### config.mk
export PLATFORM = sky130hd
export DESIGN_NAME = char_filter
export DESIGN_NICKNAME = d
export VERILOG_FILES = /design/src/rtl/char_filter.sv
export SDC_FILE = /design/constraint.sdc
export NUM_CORES = 1
export LEC_CHECK = 0
export CORE_ASPECT_RATIO = 0.9
export CORE_MARGIN = 8
export CORE_UTILIZATION = 45
export CTS_CLUSTER_DIAMETER = 120
export DETAILED_ROUTE_END_ITERATION = 8
export MAX_ROUTING_LAYER = met4
export PLACE_DENSITY = 0.68
export SLEW_MARGIN = 20
export SYNTH_ARGS = -nofsm -noshare
export SYNTH_HDL_FRONTEND = slang
export SYNTH_SLANG_ARGS = --single-unit
### constraint.sdc
create_clock -name clk_in -period 2.4 [get_ports clk_in]
set_input_delay 0.48 -clock clk_in [delete_from_list [all_inputs] [get_ports clk_in]]
set_output_delay 0.48 -clock clk_in [all_outputs]
set_load 0.02 [all_outputs]
### src/rtl/char_filter.sv
// Character filter between the receive display FIFO and the text display: pops, classifies, tracks the cursor column.
// Latency: a FIFO head seen at edge N gives in_read in cycle N+1 and out_write at the earliest in cycle N+3; at most one character every 4 cycles.
// Backpressure: stalls in WAIT/TAB while out_ready=0 and never pops with a character or tab count pending. Define CHAR_FILTER_TAB_EN to expand TAB.
module char_filter #(
    parameter int COLS      = 80,
    parameter int COL_BITS  = 7,
    parameter int TAB_WIDTH = 8
) (
    input  logic                clk_in,
    input  logic                rstn_in,
    input  logic [6:0]          in_data,
    input  logic                in_empty,
    output logic                in_read,
    output logic [6:0]          out_data,
    output logic                out_write,
    input  logic                out_ready,
    output logic [COL_BITS-1:0] col_out
);

    localparam logic [6:0] CH_BEL   = 7'h07;
    localparam logic [6:0] CH_BS    = 7'h08;
    localparam logic [6:0] CH_LF    = 7'h0A;
    localparam logic [6:0] CH_CR    = 7'h0D;
    localparam logic [6:0] CH_SPACE = 7'h20;
    localparam logic [6:0] CH_TILDE = 7'h7E;
    localparam logic [COL_BITS-1:0] COL_LAST = COL_BITS'(COLS - 1);

    typedef enum logic [2:0] {
        IDLE,
        DECODE,
        WAIT,
        TAB,
        HOLD
    } state_t;

    state_t     state;
    logic [6:0] char_q;

`ifdef CHAR_FILTER_TAB_EN
    localparam logic [6:0] CH_TAB  = 7'h09;
    localparam int         TC_BITS = $clog2(TAB_WIDTH + 1);
    localparam logic [COL_BITS-1:0] TAB_MASK = COL_BITS'(TAB_WIDTH - 1);

    logic [TC_BITS-1:0] tab_cnt;
    logic [TC_BITS-1:0] tab_load;
`endif

    logic                is_print;
    logic                is_keep;
    logic [COL_BITS-1:0] col_inc;
    logic [COL_BITS-1:0] col_next;

    // Character class and the column each class produces once it is emitted.
    always_comb begin
        is_print = (char_q >= CH_SPACE) && (char_q <= CH_TILDE);
        is_keep  = (char_q == CH_LF) || (char_q == CH_BEL);
        col_inc  = (col_out == COL_LAST) ? '0 : col_out + 1'b1;
        col_next = col_out;
        if (is_print) begin
            col_next = col_inc;
        end else if (char_q == CH_CR) begin
            col_next = '0;
        end else if (char_q == CH_BS) begin
            col_next = col_out - 1'b1;
        end
`ifdef CHAR_FILTER_TAB_EN
        // Distance to the next tab stop, 1..TAB_WIDTH.
        tab_load = TC_BITS'(TAB_WIDTH) - TC_BITS'(col_out & TAB_MASK);
`endif
    end

    // Main control: pop, classify, emit with handshake, then one idle HOLD cycle.
    always_ff @(posedge clk_in or negedge rstn_in) begin
        if (!rstn_in) begin
            state     <= IDLE;
            char_q    <= '0;
            in_read   <= 1'b0;
            out_write <= 1'b0;
            out_data  <= '0;
            col_out   <= '0;
`ifdef CHAR_FILTER_TAB_EN
            tab_cnt   <= '0;
`endif
        end else begin
            in_read   <= 1'b0;
            out_write <= 1'b0;
            case (state)
                IDLE: begin
                    if (!in_empty) begin
                        char_q  <= in_data;
                        in_read <= 1'b1;
                        state   <= DECODE;
                    end
                end
                DECODE: begin
                    if (is_print || is_keep || (char_q == CH_CR)) begin
                        state <= WAIT;
                    end else if (char_q == CH_BS) begin
                        state <= (col_out != '0) ? WAIT : IDLE;
`ifdef CHAR_FILTER_TAB_EN
                    end else if (char_q == CH_TAB) begin
                        tab_cnt <= tab_load;
                        state   <= TAB;
`endif
                    end else begin
                        state <= IDLE;
                    end
                end
                WAIT: begin
                    if (out_ready) begin
                        out_data  <= char_q;
                        out_write <= 1'b1;
                        col_out   <= col_next;
                        state     <= HOLD;
                    end
                end
`ifdef CHAR_FILTER_TAB_EN
                TAB: begin
                    if (out_ready) begin
                        out_data  <= CH_SPACE;
                        out_write <= 1'b1;
                        col_out   <= col_inc;
                        // A row wrap ends the expansion early.
                        tab_cnt   <= (col_out == COL_LAST) ? '0 : tab_cnt - 1'b1;
                        state     <= HOLD;
                    end
                end
                HOLD: begin
                    state <= (tab_cnt != '0) ? TAB : IDLE;
                end
`else
                HOLD: begin
                    state <= IDLE;
                end
`endif
                default: begin
                    state <= IDLE;
                end
            endcase
        end
    end

endmodule

==> metrics.txt <==
status complete, no violations; largest incremental delay on the critical path ~0.65 ns; flops & latches, synth 26; Main synth FF type dfrtp_1; drt pass-1 iters 4; Place WS 0.355 ns; Core Box Area between 3000 and 4000 sq um; WP buf/inv 1; clock tree buffer depth 2; Final Hold Vio Count 0; DR vias/cell 5.81; reg2reg end col_out[5]; sequential cell area fraction in the yosys report 46.1%; Setup CP Type reg2out; Distinct cells, synth 41; Crit path depth 1; Final ANT Viol Nets 0; # fillers between 200 and 300; final WL 3320 um; Setup crit end kind output port; YS warnings 0; Port Buffer Count 26; Final #Nets 175; Min-Delay Path Class in2async; utilization after layout 58.9%; num rows 19; fin. max-slew vios 0; Worst-Margin Slew approximately 0.58 ns; MaxCap Viol Count 0; footprint of the multi-input gates 728 sq um; Clk Latency, worst-skew pair 0.34 ns; DP HPWL 2470 um; Via Count 1174; Slew HR between 60 and 70%; Peak supply drop 0.660 mV; Pwr Total 0.00232 W; Post-CTS Hold Fix Bufs 0; cells after synthesis 131; share of the synthesized area in the top cell type 46.1%; Cell Area, Placed 1730 sq um; routability-driven placement congestion ratio 0.839; Initial Utilization 46.7%; CTS Root Cell clkbuf_4; DIE AREA 5190 sq um; R2R depth 6; post-cts resize count 0; Worst EP required 1.92 ns; Crit path max-delay family buffers and inverters; antenna violations before repair 0; Reg power frac 37.2%; crit path max fanout 8; clock power share between 10% and 20%; post-route cell area 1780 sq um; crit path to col_out[6]; Post-Syn Area approximately 1400 sq um; Residual DRC 0; die height roughly 69 um; synth top area cells dfrtp_1 46%, mux2_2 11%, nand3_1 3.2%; first-pass GRT wire length 5770 um; Static Leak 0.706 nW; Pwr per Cell Area 1310 nW/um^2; pin count of the biggest net entering global routing 27; combinational share of power 49.4%; Tot GR Track Use 14.3%; Net Sw Frac 42.6%; vias in the first global route 1226; crit-path cells clkdlybuf4s50_1; Post-synth EDFFs 0; cell accounting for the most synthesized area dfrtp_1; H-Tree Depth 1; CP startpoint col_out[6]; CP Launch Type flip-flop; Post-CTS Setup Bufs 0; die width 75.0 um; unrepaired setup endpoints after global routing no; flop2flop setup slack 0.50 ns; Final min period 1.98 ns; I/O Pins 27; CTS tree built; layout cells sized above 1 between 10% and 20%; # clock sinks 26; 1st-iter DRT viols 66; syn_area_per_cell 10.8 sq um; period utilization 82.4%; Post-synth ARST share 100%; setup ws final 0.423 ns; Psw 0.000991 W; total gr overflow 0; clock buffer count from CTS 3; R2R Path Start col_out[0]; post-route setup TNS 0 ns; Synth top cells by count 26 x dfrtp_1, 14 x mux2_2, 12 x nor2_1; CP max-delay cell clkdlybuf4s50_1; Final Setup Violations 0; Syn Nets ~150; CTS clk-pin slew, worst paths 0.16 ns; Storage cell area 651 sq um; Fmax 506 MHz; internal power 0.00133 W; Worst Skew 0.0124 ns; Worst EP arrival 1.50 ns; Inserted Diodes 0; DR WL/cell 16.4 um; Syn-to-layout area delta 26.0%; cell with the most instances after synthesis dfrtp_1
[routing by layer]
layer  GRT usage, %  part of all wire [%]
met4           6.30                   1.7
met5              -                     0
met2           20.9                    48
met1           18.6                    46
met3           2.60                   5.2
[state kept, by name, summed over array words and instances, names as in the netlist]
name	count
char_q	7
col_out	7
out_data	7
state	3
in_read	1
out_write	1
[cells by family after synthesis]
group	after synthesis	synth area share, %
DFF	26	46.1
and+or+nand+nor	49	19.9
xor gates and xnor gates	1	0.621
adders and majority gates	3	2.66
buffers and inverters	8	2.30
AOI/OAI and AO/OA	30	17.2
muxes	14	11.2
[how the worst min path moves through the flow]
stage                             end  slack, ns  cells past startpoint
after floorplan             char_q[0]       0.18                      0
after global placement    out_data[2]       0.49                      1
after detailed placement  out_data[3]       0.49                      1
after CTS                  col_out[3]       0.48                      2
after global routing       col_out[3]       0.53                      2
final                      col_out[0]       0.48                      2
[power groups by stage]
stage          Clock [W]  Sequential, W  Combinational, W
2_1_floorplan          0       0.000949          0.000634
3_3_place_gp           0       0.000862           0.00113
3_5_place_dp           0       0.000872           0.00115
4_1_cts         0.000323       0.000863           0.00116
5_1_grt         0.000338       0.000900           0.00125
6_report        0.000312       0.000864           0.00115
[layout by cell type (no fill, tap or decap), drive strengths merged, types with 2 or more instances in the layout]
cell type	synthesis	routed
a22o	2	2
o211ai	2	2
o2111ai	2	2
nor2	12	12
nand3	10	10
or2	2	2
buf	2	2
dfrtp	26	26
nor3	4	4
o21a	2	2
nand2	7	7
clkdlybuf4s50	0	26
mux2	14	14
o21ai	5	5
and3	5	5
nand4	4	4
a2bb2oi	2	2
a21oi	2	2
inv	5	5
ha	3	3
clkbuf	1	3
o311ai	3	3
nor4	2	2
a31oi	2	2
[cell type report]
cell class	instances	area share (%)
Sequential cell	26	36.6
Multi-Input combinational cell	97	41.0
Inverter	5	1.06
Clock inverter	1	1.69
Clock buffer	3	1.27
Timing Repair Buffer	28	15.5
Tap cell	42	2.96
[metrics by stage]
stage          hold WS [ns]  instances
5_1_grt               0.529        202
2_1_floorplan         0.184        131
3_3_place_gp          0.491        198
6_report              0.478        202
3_5_place_dp          0.495        198
4_1_cts               0.483        202
Note: power is estimated with default switching activity, not from simulation.
